===== src/rtl/imm_gen_pipe.sv =====
`default_nettype none
// ============================================================================
// Module   : imm_gen_pipe
// Purpose  : RISC-V I/S/B/U/J immediate generator behind a valid/ready
//            handshake, with a 2-entry skid buffer (OREG + SREG).
// Options  : IMMGEN_ILLEGAL_EN adds the Illegal_o output and funct3 checks.
// Revision : 1.0 - initial release
// ============================================================================
module imm_gen_pipe #(
  parameter int XLEN  = 32,
  parameter int TAG_W = 5
) (
  input  logic             clk,
  input  logic             rst_n,
  input  logic             In_valid_i,
  output logic             In_ready_o,
  input  logic [31:0]      Inst_i,
  input  logic [TAG_W-1:0] Tag_i,
  output logic             Out_valid_o,
  input  logic             Out_ready_i,
  output logic [XLEN-1:0]  Imm_o,
  output logic [2:0]       ImmType_o,
  output logic [TAG_W-1:0] Tag_o
`ifdef IMMGEN_ILLEGAL_EN
  ,
  output logic             Illegal_o
`endif
);

  localparam logic [2:0] c_TYPE_NONE = 3'd0;
  localparam logic [2:0] c_TYPE_I    = 3'd1;
  localparam logic [2:0] c_TYPE_S    = 3'd2;
  localparam logic [2:0] c_TYPE_B    = 3'd3;
  localparam logic [2:0] c_TYPE_U    = 3'd4;
  localparam logic [2:0] c_TYPE_J    = 3'd5;

  localparam logic [6:0] c_OPC_OP_IMM = 7'b0010011;
  localparam logic [6:0] c_OPC_LOAD   = 7'b0000011;
  localparam logic [6:0] c_OPC_JALR   = 7'b1100111;
  localparam logic [6:0] c_OPC_STORE  = 7'b0100011;
  localparam logic [6:0] c_OPC_BRANCH = 7'b1100011;
  localparam logic [6:0] c_OPC_LUI    = 7'b0110111;
  localparam logic [6:0] c_OPC_AUIPC  = 7'b0010111;
  localparam logic [6:0] c_OPC_JAL    = 7'b1101111;

  localparam int c_PW = XLEN + 3 + TAG_W;

  logic [31:0]     w_imm32;
  logic [2:0]      w_type;
  logic [c_PW-1:0] w_new;
  logic            w_accept;
  logic            w_out_xfer;
  logic            w_o_load_new;
  logic            w_o_load_skid;
  logic            w_s_load;

  logic            r_o_valid;
  logic            r_s_valid;
  logic [c_PW-1:0] r_o_data;
  logic [c_PW-1:0] r_s_data;

`ifdef IMMGEN_ILLEGAL_EN
  logic            w_ill;
  logic            r_o_ill;
  logic            r_s_ill;
`endif

  // All formats place Inst_i[31] at bit 31 of the 32-bit value, so a single
  // signed widening yields the XLEN sign extension.
  always_comb begin
    w_type  = c_TYPE_NONE;
    w_imm32 = 32'd0;
`ifdef IMMGEN_ILLEGAL_EN
    w_ill   = 1'b0;
`endif
    case (Inst_i[6:0])
      c_OPC_OP_IMM, c_OPC_LOAD: begin
        w_type  = c_TYPE_I;
        w_imm32 = {{20{Inst_i[31]}}, Inst_i[31:20]};
      end
      c_OPC_JALR: begin
        w_type  = c_TYPE_I;
        w_imm32 = {{20{Inst_i[31]}}, Inst_i[31:20]};
`ifdef IMMGEN_ILLEGAL_EN
        w_ill   = (Inst_i[14:12] != 3'b000);
`endif
      end
      c_OPC_STORE: begin
        w_type  = c_TYPE_S;
        w_imm32 = {{20{Inst_i[31]}}, Inst_i[31:25], Inst_i[11:7]};
      end
      c_OPC_BRANCH: begin
        w_type  = c_TYPE_B;
        w_imm32 = {{19{Inst_i[31]}}, Inst_i[31], Inst_i[7], Inst_i[30:25],
                   Inst_i[11:8], 1'b0};
`ifdef IMMGEN_ILLEGAL_EN
        w_ill   = (Inst_i[14:13] == 2'b01);
`endif
      end
      c_OPC_LUI, c_OPC_AUIPC: begin
        w_type  = c_TYPE_U;
        w_imm32 = {Inst_i[31:12], 12'd0};
      end
      c_OPC_JAL: begin
        w_type  = c_TYPE_J;
        w_imm32 = {{11{Inst_i[31]}}, Inst_i[31], Inst_i[19:12], Inst_i[20],
                   Inst_i[30:21], 1'b0};
      end
      default: begin
`ifdef IMMGEN_ILLEGAL_EN
        w_ill   = 1'b1;
`endif
      end
    endcase
`ifdef IMMGEN_ILLEGAL_EN
    // Every listed opcode ends in 2'b11, so the default arm already covers
    // compressed/reserved encodings in Inst_i[1:0].
    if (w_ill) begin
      w_type  = c_TYPE_NONE;
      w_imm32 = 32'd0;
    end
`endif
  end

  assign w_new = {XLEN'($signed(w_imm32)), w_type, Tag_i};

  assign w_accept      = In_valid_i && In_ready_o;
  assign w_out_xfer    = r_o_valid && Out_ready_i;
  assign w_o_load_new  = w_accept && (!r_o_valid || (w_out_xfer && !r_s_valid));
  assign w_o_load_skid = w_out_xfer && r_s_valid;
  assign w_s_load      = w_accept && r_o_valid && !w_out_xfer;

  always_ff @(posedge clk) begin
    if (!rst_n) begin
      r_o_valid <= 1'b0;
      r_s_valid <= 1'b0;
      r_o_data  <= '0;
      r_s_data  <= '0;
    end else begin
      if (w_o_load_new) begin
        r_o_valid <= 1'b1;
        r_o_data  <= w_new;
      end else if (w_o_load_skid) begin
        r_o_valid <= 1'b1;
        r_o_data  <= r_s_data;
      end else if (w_out_xfer) begin
        r_o_valid <= 1'b0;
      end

      if (w_s_load) begin
        r_s_valid <= 1'b1;
        r_s_data  <= w_new;
      end else if (w_o_load_skid) begin
        r_s_valid <= 1'b0;
      end
    end
  end

`ifdef IMMGEN_ILLEGAL_EN
  always_ff @(posedge clk) begin
    if (!rst_n) begin
      r_o_ill <= 1'b0;
      r_s_ill <= 1'b0;
    end else begin
      if (w_o_load_new) begin
        r_o_ill <= w_ill;
      end else if (w_o_load_skid) begin
        r_o_ill <= r_s_ill;
      end
      if (w_s_load) begin
        r_s_ill <= w_ill;
      end
    end
  end

  assign Illegal_o = r_o_ill;
`endif

  // Ready is a pure register output: it only depends on the skid valid bit.
  assign In_ready_o  = !r_s_valid;
  assign Out_valid_o = r_o_valid;
  assign Imm_o       = r_o_data[c_PW-1 -: XLEN];
  assign ImmType_o   = r_o_data[TAG_W +: 3];
  assign Tag_o       = r_o_data[TAG_W-1:0];

endmodule
`default_nettype wire


===== config.mk =====
export PLATFORM = sky130hd
export DESIGN_NAME = imm_gen_pipe
export DESIGN_NICKNAME = d
export VERILOG_FILES = /design/src/rtl/imm_gen_pipe.sv
export SDC_FILE = /design/constraint.sdc
export NUM_CORES = 1
export LEC_CHECK = 0
export ABC_AREA = 1
export ABC_CLOCK_PERIOD_IN_PS = 3900
export CORE_MARGIN = 2
export CORE_UTILIZATION = 30
export CTS_CLUSTER_DIAMETER = 50
export DETAILED_ROUTE_END_ITERATION = 10
export GPL_TIMING_DRIVEN = 0
export RECOVER_POWER = 25
export SYNTH_ARGS = -nofsm -noshare
export SYNTH_HDL_FRONTEND = slang
export SYNTH_SLANG_ARGS = --single-unit

===== constraint.sdc =====
create_clock -name clk -period 3.9 [get_ports clk]
set_clock_uncertainty 0.2 [all_clocks]
set_input_delay 0.975 -clock clk [delete_from_list [all_inputs] [get_ports clk]]
set_output_delay 0.975 -clock clk [all_outputs]
set_load 0.02 [all_outputs]

Yosys cells after proc, flatten, opt, wreduce, memory -nomap -nowiden
Index checks and enable logic that the tools add are counted.
{"block": "word_totals", "output_inout_bits": 42, "input_bits": 41, "memories": 0, "romBits": 0, "ram_bits": 0, "latchBits": 0, "register_bits": 82, "word_cells": 37}
{"block": "op_classes", "bitwise": 0, "multipliers": 0, "div_mod_pow": 0, "n_eq_ne": 8, "add_sub_neg": 0, "shifts": 0, "n_mux": 9, "n_reduce_logical": 16, "order_cmp": 0}
{"cell": "$pmux 32 s5", "count": 1}
{"cell": "$mux 40", "count": 2}
{"cell": "$eq 7x7->1 const B", "count": 3}
{"cell": "$pmux 3 s5", "count": 1}
{"cell": "$eq 7x5->1 const B", "count": 2}
{"cell": "$eq 7x6->1 const B", "count": 2}
{"cell": "$eq 7x2->1 const B", "count": 1}
{"cell": "$logic_and 1x1->1", "count": 7}
{"cell": "$mux 1", "count": 5}
{"cell": "$reduce_bool 2->1", "count": 2}
{"cell": "$logic_not 1->1", "count": 3}
{"cell": "$reduce_bool 3->1", "count": 1}
{"cell": "$reduce_or 3->1", "count": 1}
{"cell": "$reduce_or 2->1", "count": 1}
{"cell": "$logic_or 1x1->1", "count": 1}

Longest topological paths before layout
{"block": "logic_depth", "word_depth": 5, "ltp_mapped": 11, "ltp_nobuf": 11}

Least setup slack after synthesis
OpenSTA, ideal clock, no wires.
{"block": "synth_path", "kind": "input -> register", "from": "input port Inst_i[1]", "to": "register r_s_data[30]", "path_stages": 9, "arrival_time_ns": 1.850, "required_time_ns": 3.587, "path_slack_ns": 1.737, "setup_ns": 0.113, "n_path_buf": 1, "cell_sequence": "nand2_2 -> inv_1 -> nand3_1 -> nand3_2 -> nand2_4 -> buf_6 -> nand2_1 -> o21ai_1 -> inv_1"}
{"block": "synth_via", "elab_chain_cells": 3, "elab_cells_between_ends": 11, "cone_classes": "8 x eq/ne; 1 x mux; 2 x reduce/logical"}
{"item": "from (decl)", "line_no": "17", "rtl": "input logic [31:0] Inst_i,"}
{"item": "$eq 7x7->1 (tied with other cells)", "line_no": "76", "rtl": "case (Inst_i[6:0])"}
{"item": "$reduce_or 3->1 (no source line) / $reduce_or 2->1 (equally long branches)"}
{"item": "$pmux 32 s5 (*)", "line_no": "76"}
{"item": "to (signal assigned)", "line_no": "152", "rtl": "r_s_data <= w_new;"}
{"item": "to (decl)", "line_no": "60", "rtl": "logic [c_PW-1:0] r_s_data;"}
Every way passes the cells marked *; elsewhere a longest branch is shown, timed or not.
A chain may end at the register's enable or synchronous reset.

Worst setup path in the final report
{"block": "layout_path", "from": "input port Out_ready_i", "to": "register r_o_data[7]"}
{"block": "layout_via", "elab_chain_cells": 5, "elab_cells_between_ends": 7, "cone_classes": "1 x mux; 6 x reduce/logical"}
{"item": "from (decl)", "line_no": "20", "rtl": "input logic Out_ready_i,"}
{"item": "$logic_and 1x1->1 (*)", "line_no": "128", "rtl": "assign w_out_xfer = r_o_valid && Out_ready_i;"}
{"item": "$logic_and 1x1->1", "line_no": "129", "rtl": "assign w_o_load_new = w_accept && (!r_o_valid || (w_out_xfer && !r_s_valid));"}
{"item": "$logic_or 1x1->1", "line_no": "129"}
{"item": "$logic_and 1x1->1", "line_no": "129"}
{"item": "$mux 40 / $reduce_bool 2->1 (equally long branches)"}
{"item": "to (signal assigned)", "line_no": "142", "rtl": "r_o_data <= w_new;"}
{"item": "to (signal assigned)", "line_no": "145", "rtl": "r_o_data <= r_s_data;"}
{"item": "to (decl)", "line_no": "59", "rtl": "logic [c_PW-1:0] r_o_data;"}
Marked as above.

==> flow_metrics.tcl <==
set metrics [dict create \
    status "completed" \
    multi_input_area_um2 1880 \
    port_buffers 82 \
    dieWidth_um 123 \
    antennaDiodeCount 0 \
    switchingPower_uw 528 \
    avgSynthCellArea_um2 6.89 \
    vias 3957 \
    synth_xor_area_share_pct 0 \
    rsz0062_at_grt "no" \
    grt_pass1_wl_um 18800 \
    maxCapViolations 0 \
    fillers 1476 \
    synth-compound-area-share_pct 20.7 \
    grt.overflow.total 0 \
    yosys-top-cells-area "dfxtp_1, nand2_1, inv_1" \
    synth_cell_types 28 \
    place_congestion 0.856 \
    grt_max_degree 15 \
    worstRegToRegCells 8 \
    hold_viol 0 \
    cts_tree "yes" \
    fin_nets 746 \
    combPwrFrac_pct 11.8 \
    swShare_pct 23.9 \
    p_leak_uw 0.00254 \
    hold_path_class "register to register" \
    cts.sinks 82 \
    dp_hpwl_um 8540 \
    drt_wl_total_um 11600 \
    area_growth_pct 32.7 \
    relSlewSlack_pct 49.4 \
    setup_viol 0 \
    yosysSeqAreaShare_pct 39.0 \
    crit_path_start_kind "input port" \
    synth_fa_ha_area_share_pct 0 \
    ys_ff_latch 82 \
    dr.pass1.iters 4 \
    clock_path_buffers 2 \
    clk_pin_slew_ps 60 \
    clock-root-buffer "clkbuf_16" \
    postSynthCellCount 612 \
    syn_nets 653 \
    yosysWarnings 0 \
    cts_hold_buf 0 \
    cts_buffers 9 \
    cts_max_level 3 \
    synthMuxAreaShare_pct 0 \
    layout_worst_path_cycle_share_pct 76.1 \
    min_path_cells 2 \
    slew_violations 0 \
    synth-simple-area-share_pct 24.9 \
    die_area_um2 15000 \
    ios 83 \
    final_antenna_net_count 0 \
    end_kind "register" \
    std_cell_rows 43 \
    critPathKind "input port to register" \
    synth_top_area_share_pct 39.0 \
    cp.required_ps 3910 \
    placed_cell_area_um2 5260 \
    synth_top_family_by_area "simple AND/OR/NAND/NOR gates" \
    critPathMaxFanout 10 \
    clock_latency_ps 340 \
    grt_pass1_vias 3677 \
    p_int_uw 1680 \
    regArea_um2 1640 \
    detail_route.vias_per_cell 4.45 \
    drive_above_1_share_pct 12.8 \
    tightest_slew_ps 760 \
    start_util_pct 30.5 \
    pwr-share-clk_pct 48.4 \
    power_uw 2210 \
    max_freq_mhz 337 \
    drt-initial-drc-count 195 \
    tns_ps 0 \
    pwr-share-seq_pct 39.8 \
    syn-cell-area_um2 4210 \
    wl_per_cell_um 13.0 \
    core_area_um2 13800 \
    min_period_ps 2970 \
    p_per_area_nw_per_um2 395 \
    antenna_found_initial 0 \
    cp.arrival_ps 2970 \
    grt_usage_pct 16.2 \
    yosys.area.top_type "dfxtp_1" \
    drc 0 \
    vdd_drop_max_uv 192 \
    cts_setup_buffers 0 \
    cts.repair.resized 0 \
    die_h_um 123 \
    final_area_um2 5590 \
]
-- metrics by stage --
stage | std cells | utilization, % | setup WS [ps] | hold slack, ps
floorplan | 612 | - | 1740 | 257
global placement | 874 | 38.0 | 1030 | 253
detailed placement | 874 | 38.0 | 1040 | 257
CTS | 890 | 40.8 | 1280 | 267
global route | 890 | 40.4 | 750 | 277
finish | 890 | 40.4 | 931 | 260
-- logic make-up (layout without fill, tap and decap cells) --
family,count (synthesis),after routing
AND/OR/NAND/NOR,231,231
flip-flops,82,82
buffers and inverters,151,249
AO/OA/AOI/OAI,148,148
-- worst max-delay path: stages --
cell and delay, ps:
dlygate4sd3_1 580, nor2_1 220, nor2_1 170, inv_2 120, clkbuf_1 490, o21ai_0 180
o21ai_1 160, a21oi_1 90
-- placed cells by master (no fill, tap or decap), types with 11 or more instances in the layout --
cell type and instances:
inv_1 108, o21ai_1 39, nand2_1 151, clkbuf_1 11, a21oi_1 44, a21oi_2 29
clkdlybuf4s50_1 60, nor2_1 32, dlygate4sd3_1 22, nand3_1 32, dfxtp_1 82, o21ai_0 30
-- final timing paths --
path                                   end                      from  slack, ps
setup / recovery  r_o_data[7]$_SDFFE_PN0P_               Out_ready_i        930
hold reg to reg   r_o_data[1]$_SDFFE_PN0P_  r_o_data[1]$_SDFFE_PN0P_        260
hold / removal    r_o_data[1]$_SDFFE_PN0P_  r_o_data[1]$_SDFFE_PN0P_        260
setup reg to reg  r_o_data[7]$_SDFFE_PN0P_  Out_valid_o$_SDFFE_PN0P_       1740
-- power groups by stage --
stage | registers (uW) | logic (uW) | clock network, uW
final | 880 | 262 | 1070
after detailed placement | 899 | 270 | 0
after global placement | 898 | 270 | 0
after global routing | 883 | 288 | 1110
after floorplan | 912 | 136 | 0
after CTS | 880 | 272 | 1080
-- cells in the mapped netlist --
| master | count |
|---|---|
| nand2_1 | 151 |
| inv_1 | 108 |
| dfxtp_1 | 82 |
| a21oi_1 | 44 |
| o21ai_1 | 40 |
| nand3_1 | 32 |
| a21oi_2 | 29 |
| o21ai_0 | 29 |
| nor2_1 | 28 |
| buf_2 | 13 |
| inv_2 | 8 |
| clkbuf_1 | 7 |
| buf_6 | 6 |
| nand2_2 | 6 |
| nor2_4 | 6 |
| buf_1 | 3 |
| buf_4 | 3 |
| nand2_4 | 3 |
| nor2_8 | 3 |
| o211ai_1 | 3 |
| buf_8 | 1 |
| clkbuf_2 | 1 |
| inv_4 | 1 |
| nand3_2 | 1 |
| nand4_1 | 1 |
| o211ai_2 | 1 |
| o21ai_2 | 1 |
| o21bai_1 | 1 |
-- sequential cells by signal, indices dropped and copies added, names as in the netlist --
name	flops
r_o_data	40
r_s_data	40
Out_valid_o	1
r_s_valid	1
-- final cells by class --
type	instances	share of cell area, %
multi-input cells	379	33.6
flip-flops and latches	82	29.4
repair buffers	82	14.7
inverters	117	7.90
clock buffers	10	4.27
well taps	180	4.03
plain buffers	34	3.71
clock inverters	6	2.44
-- layer usage --
metal / track usage (%) / share of wire [%]
met1: 21.6 / 48
met2: 26.1 / 45
met3: 2.65 / 4.4
met4: 6.47 / 2.1
met5: 0 / 0
Note: power is estimated with default switching activity, not from simulation.
